<file path="src/rtl/simple_fifo_downsizer.sv">
// simple_fifo_downsizer: wide-write / narrow-read FIFO.
// Wide entries are read out as slices, least-significant slice first.
module simple_fifo_downsizer #(
   parameter int DATA_IN_WIDTH  = 128,
   parameter int DATA_OUT_WIDTH = 16,
   parameter int ADDR_WIDTH     = 4,
   parameter int FULL_SLACK     = 1,
   parameter int USE_LAST       = 1
) (
   input  logic                      clk,
   input  logic                      rst,
   input  logic                      wr_ena,
   input  logic [DATA_IN_WIDTH-1:0]  wr_dat,
   input  logic                      wr_last,
   output logic                      wr_full,
   input  logic                      rd_ena,
   output logic [DATA_OUT_WIDTH-1:0] rd_dat,
   output logic                      rd_last,
   output logic                      rd_empty,
   output logic [ADDR_WIDTH:0]       rd_dat_cnt
);

   localparam int R     = DATA_IN_WIDTH / DATA_OUT_WIDTH;
   localparam int SW    = (R > 1) ? $clog2(R) : 1;
   localparam int DEPTH = 1 << ADDR_WIDTH;

   localparam logic [ADDR_WIDTH:0] CNT_MAX   = (ADDR_WIDTH + 1)'(DEPTH);
   localparam logic [ADDR_WIDTH:0] FULL_TH   = (ADDR_WIDTH + 1)'(DEPTH - FULL_SLACK);
   localparam logic [SW-1:0]       SIDX_LAST = SW'(R - 1);

   // Each entry is {last, data}.
   logic [DATA_IN_WIDTH:0]  mem [DEPTH];

   logic [ADDR_WIDTH-1:0]   wptr;
   logic [ADDR_WIDTH-1:0]   rptr;
   logic [SW-1:0]           sidx;
   logic [ADDR_WIDTH:0]     cnt;

   logic                    wr_accept;
   logic                    rd_accept;
   logic                    last_slice;
   logic                    free;
   logic [DATA_IN_WIDTH:0]  rd_word;
   logic [DATA_OUT_WIDTH-1:0] slice;

   // With R == 1, SIDX_LAST is 0 and sidx never leaves 0, so
   // every read is the final slice and frees its entry.
   assign wr_accept  = wr_ena && (cnt != CNT_MAX);
   assign rd_accept  = rd_ena && !rd_empty;
   assign last_slice = (sidx == SIDX_LAST);
   assign free       = rd_accept && last_slice;

   assign rd_word = mem[rptr];
   assign slice   = rd_word[int'(sidx) * DATA_OUT_WIDTH +: DATA_OUT_WIDTH];

   // Status flags come straight from the registered count.
   assign rd_empty   = (cnt == '0);
   assign wr_full    = (cnt >= FULL_TH);
   assign rd_dat_cnt = cnt;

   // Storage array; deliberately not reset, contents are don't-care.
   always_ff @(posedge clk) begin
      if (wr_accept) begin
         mem[wptr] <= {wr_last, wr_dat};
      end
   end

   // Write pointer advance on accepted writes.
   always_ff @(posedge clk or posedge rst) begin
      if (rst) begin
         wptr <= '0;
      end else if (wr_accept) begin
         wptr <= wptr + 1'b1;
      end
   end

   // Slice walk within the head entry; pop the entry on its last slice.
   always_ff @(posedge clk or posedge rst) begin
      if (rst) begin
         sidx <= '0;
         rptr <= '0;
      end else if (rd_accept) begin
         if (last_slice) begin
            sidx <= '0;
            rptr <= rptr + 1'b1;
         end else begin
            sidx <= sidx + 1'b1;
         end
      end
   end

   // Registered read data; holds its value when no read is accepted.
   always_ff @(posedge clk or posedge rst) begin
      if (rst) begin
         rd_dat  <= '0;
         rd_last <= 1'b0;
      end else if (rd_accept) begin
         rd_dat  <= slice;
         rd_last <= (USE_LAST != 0) && rd_word[DATA_IN_WIDTH] && last_slice;
      end
   end

   // Occupancy in wide entries; a partly read entry still counts.
   always_ff @(posedge clk or posedge rst) begin
      if (rst) begin
         cnt <= '0;
      end else if (wr_accept && !free) begin
         cnt <= cnt + 1'b1;
      end else if (free && !wr_accept) begin
         cnt <= cnt - 1'b1;
      end
   end

endmodule

</file>
<file path="config.mk">
export PLATFORM = sky130hd
export DESIGN_NAME = simple_fifo_downsizer
export DESIGN_NICKNAME = d
export VERILOG_FILES = /design/src/rtl/simple_fifo_downsizer.sv
export SDC_FILE = /design/constraint.sdc
export NUM_CORES = 2
export LEC_CHECK = 0
export BUFFER_PORTS_ARGS = -buffer_cell sky130_fd_sc_hd__buf_2
export CORE_MARGIN = 2
export CORE_UTILIZATION = 66
export DETAILED_ROUTE_END_ITERATION = 12
export PLACE_DENSITY = 0.83
export SYNTH_ARGS = -nofsm -noshare
export SYNTH_HDL_FRONTEND = slang
export SYNTH_SLANG_ARGS = --single-unit
</file>
<file path="constraint.sdc">
create_clock -name clk -period 32.1 [get_ports clk]
set_clock_uncertainty 0.1 [all_clocks]
set_input_delay 3.21 -clock clk [delete_from_list [all_inputs] [get_ports clk]]
set_output_delay 3.21 -clock clk [all_outputs]
set_load 0.005 [all_outputs]
</file>
# Yosys cells after proc, flatten, opt, wreduce, memory -nomap -nowiden
# Memory sizes are Yosys's and may differ from the RTL's.
# Index checks and enable logic that the tools add are counted.
# word_totals
regBits	33
mem_bits_rw	2064
in_bits	133
out_inout_bits	24
wordCells	33
memories	1
# mem_list
memory	words	word_bits	read_ports	rd_ports_with_merged_regs	write_ports	line_no	rtl
mem	16	129	1	0	1	32	logic [DATA_IN_WIDTH:0] mem [DEPTH];
# classes
add_sub_neg	5
n_lt_le_gt_ge	1
n_eq_ne	2
n_shift	1
muxes	5
reduce_logical	12
# op_table
operator	n
$shiftx 129x8->16	1
$mux 5	2
$add 4x1->4 const B	2
$logic_and 1x1->1	6
$add 5x1->5 const B	1
$ge 5x4->1 const B	1
$logic_not 5->1	1
$ne 5x5->1 const B	1
$sub 5x1->5 const B	1
$add 3x1->3 const B	1
$eq 3x3->1 const B	1
$logic_not 1->1	3
$mux 3	1
$mux 1	2
$reduce_and 2->1	1
$reduce_bool 2->1	1

# Depth between registers and ports, before layout
# depth
word_depth	7
depth_mapped	12

# Least setup slack after synthesis
# No wires, ideal clock.
# synth_path
path_kind	input port to flip-flop
start	input port wr_ena
end	memory mem[3][0] in the netlist's numbering (enable)
setup_time_ns	0.775
t_arrival_ns	12.465
required_ns	31.225
path_slack_ns	18.760
cell_stages	4
n_path_buf	1
path_cell_list	o21a_1 > clkbuf_1 > nand2_1 > nor3_1
# synth_via
elab_chain_len	3
# synth_lines
element	line_no	rtl
from (decl)	12	input logic wr_ena,
$logic_and 1x1->1	48	assign wr_accept = wr_ena && (cnt != CNT_MAX);
named net wr_accept	39	logic wr_accept;
$mux 1	63	if (wr_accept) begin
$mux 1 (implied by the code)	64	mem[wptr] <= {wr_last, wr_dat};
to (decl)	32	
# The timed path passes the listed nets, and every way through them passes these cells.

# Worst setup path after layout
# layout_path
start	register rptr[1]
end	register rd_dat[1]
# layout_via
elab_chain_len	2
# layout_lines
element	line_no	rtl
from (decl)	35	logic [ADDR_WIDTH-1:0] rptr;
from (signal assigned)	85	rptr <= rptr + 1'b1;
$mem_v2 16x129	n/a	
$shiftx 129x8->16	54	assign slice = rd_word[int'(sidx) * DATA_OUT_WIDTH +: DATA_OUT_WIDTH];
to (signal assigned)	98	rd_dat <= slice;
to (decl)	17	output logic [DATA_OUT_WIDTH-1:0] rd_dat,
# No other way between the ends.
# A chain may end at the register's enable or synchronous reset.

==> results.md <==
- Status: finished, final reports clean
- Top cells by area, synth: edfxtp_1, mux4_2, mux2i_1
- Syn Std Cell Area: 81010 um2
- Die width: 354.4 um
- Sink Count: 2097
- Initial core utilization: 66.56%
- Fin crit share: 19.39%
- RSZ-0062 raised after global routing: no
- Post-route setup TNS: 0 ps
- Maximum clock rate: 0.1606 GHz
- H-tree levels: 4
- Hold path depth: 2
- Levels on crit path: 10
- Core Area: 121700 um2
- Layout area overhead: 10.65%
- Total global routing overflow: 0
- Crit path DAT: 6760 ps
- Crit-path most repeated cell: buf_4
- Via Count: 43070
- Worst path slowest cell: dfrtp_4
- Max stage delay on crit path: 930 ps
- Worst Max-Slew Pin Slew: 1192 ps
- Non-Filler Instances: 6000
- Post-synth cell types: 47
- Classification of the worst-slack hold path: reg -> reg
- HPWL after DPL: 105700 um
- WP buf/inv: 4
- Routed WL per cell: 34.60 um
- Post-synth EDFFs: 2064
- Setup violators final: 0
- Syn_nets: 4132
- Placed Cells: 5619
- FFs w/ async S/R, synth: 1.574%
- Post-synth top flop: edfxtp_1
- Sequential element share of the synthesized area: 77.53%
- Via density: 7.178
- Synth top cells by count: edfxtp_1, mux2i_1, mux4_2
- Share of the synthesized area in the top cell type: 76.51%
- Register bit total from synthesis: 2097
- Min Tclk post-route: 6225 ps
- Cell Rows: 128
- Crit-path max FO: 110
- WP data required: 32630 ps
- Die height: 354.4 um
- Final count of hold timing violations: 0
- Share of layout cells above drive strength 1: 22.28%
- FF-to-FF path depth: 10
- Worst setup EP type: register
- Post-cts resize count: 0
- Port Buffers: 156
- Clk_lat worst skew: 830 ps
- Worst-path clk slew: 60 ps
- CTS buffer count: 196
- Most common cell in the synthesized netlist: edfxtp_1
- WL final: 207600 um
- CP cell instances: buf_4 > buf_12 > buf_4 > buf_4 > mux2i_1 > o22ai_1 > nor4_1 > a211oi_1 > o211ai_1 > o211ai_1
- # Max-Cap Violations: 0
- # IOs: 157
- DIE AREA: 125600 um2
- Leakage: 0.02871 uW
- Nets: 4337
- Fin. max-slew vios: 0
- Post-CTS setup buffers: 0
- Post-route ant nets: 0
- Max rail drop VDD: 67.02 uV
- Clk root buf: clkbuf_16
- Startpoint Class: register
- Initial antenna violation count: 46
- Mapped Cells: 3987
- GRT Overall Usage: 33.33%
- First-pass GRT wire length: 300600 um
- Synth warnings: 0
- RePlAce Congestion: 0.8267
- Largest net degree at the start of global routing: 130
- Max-slew headroom: 20.56%
- Number of global-route vias before repair: 43900
- Clk buf depth: 3
- CTS tree: done
- Power Density: 85.86 nW/um2
- Delay-heaviest family, CP: buffers and inverters
- Cts hold-fix bufs: 0
- Cell taking the most area after synthesis: edfxtp_1
- Critical path class: reg -> reg
- Fin util: 73.65%
- Post-route cell area: 89640 um2
- Drt pass-1 iters: 6
- Starting DRC count in detailed routing: 7218
- Residual DRC: 0
- DP Area: 83470 um2
- Synthesized area per cell: 20.32 um2
## cell usage in the layout, fill, tap and decap left out, types with 19 or more instances in the layout
| cell | count |
|---|---|
| edfxtp_1 | 2064 |
| mux2i_1 | 350 |
| mux4_2 | 291 |
| clkbuf_16 | 202 |
| o22ai_1 | 165 |
| buf_2 | 156 |
| mux2_2 | 141 |
| nand2_1 | 124 |
| nor2_1 | 122 |
| buf_4 | 74 |
| clkinv_1 | 51 |
| a211oi_1 | 50 |
| clkbuf_1 | 46 |
| o221ai_1 | 44 |
| a21oi_1 | 34 |
| nand3_1 | 30 |
| dfrtp_1 | 29 |
| clkinv_2 | 28 |
| nor3_1 | 27 |
| and2_1 | 23 |
| diode_2 | 22 |
| o211ai_1 | 20 |
| o31ai_1 | 19 |
## kinds of logic after synthesis
group           share of synthesized area [%]
fa+ha+maj                              0.1946
simple gates                            2.119
flops                                   77.53
mux                                     14.37
compound gates                          3.974
xor+xnor                               0.1189
buf+inv                                 1.693
## area by class of cell
class | count | area (um2)
sequential | 2097 | 62820
fill | 6347 | 32080
multi-input combinational | 1646 | 16990
clock buffer | 261 | 5406
tap | 1625 | 2033
timing repair buffer | 243 | 1597
clock inverter | 98 | 711.9
antenna | 22 | 55.05
inverter | 8 | 30.03
## path summary, 6_finish.rpt
path / start / end / slack [ps]
worst max-delay path: rptr[1] / rd_dat[1] / 25880
worst min register to register: rd_last / rd_last / 400
worst max register to register: rptr[1] / rd_dat[1] / 25880
min in group asynchronous: rst / rd_last / 2410
worst min-delay path: rd_last / rd_last / 400
max in group asynchronous: rst / rptr[2] / 29060
## metal layers
metal / share of wire (%) / global-route usage (%) / vias to the layer above
met2: 47 / 51.48 / 3614
met4: 4.4 / 14.69 / 40
li1: - / - / 16930
met5: 0.13 / 0 / -
met3: 14 / 10.03 / 651
met1: 34 / 44.76 / 21830
## power by group
| part | internal, uW | total (uW) | leakage (uW) | switching (uW) |
|---|---|---|---|---|
| clock network | 1240 | 2230 | 0.00299 | 987 |
| registers | 3300 | 3420 | 0.0190 | 121 |
| logic | 769 | 2040 | 0.00667 | 1270 |
| total | 5310 | 7700 | 0.0287 | 2380 |
## per-stage QoR
step | hold WS, ps | setup slack [ps] | total power (uW)
2_1_floorplan | 370.0 | 18760 | 4840
3_3_place_gp | 355.0 | 25230 | 5368
3_5_place_dp | 393.5 | 25180 | 5432
4_1_cts | 407.7 | 25930 | 7672
5_1_grt | 435.8 | 25650 | 7891
6_report | 397.6 | 25880 | 7697
## worst reg2reg max path: stages (launching register included)
cell and delay (ps):
dfrtp_4 930, buf_4 650, buf_12 570, buf_4 1010
buf_4 840, mux2i_1 300, o22ai_1 110, nor4_1 430
a211oi_1 180, o211ai_1 670, o211ai_1 250
## sequential cells by signal, summed over array words and instances, names as in the netlist
name / flops
mem: 2064
sidx: 3
rd_dat_cnt: 5
rd_last: 1
rptr: 4
rd_dat: 16
wptr: 4
Power figures use the tool's default switching activity.
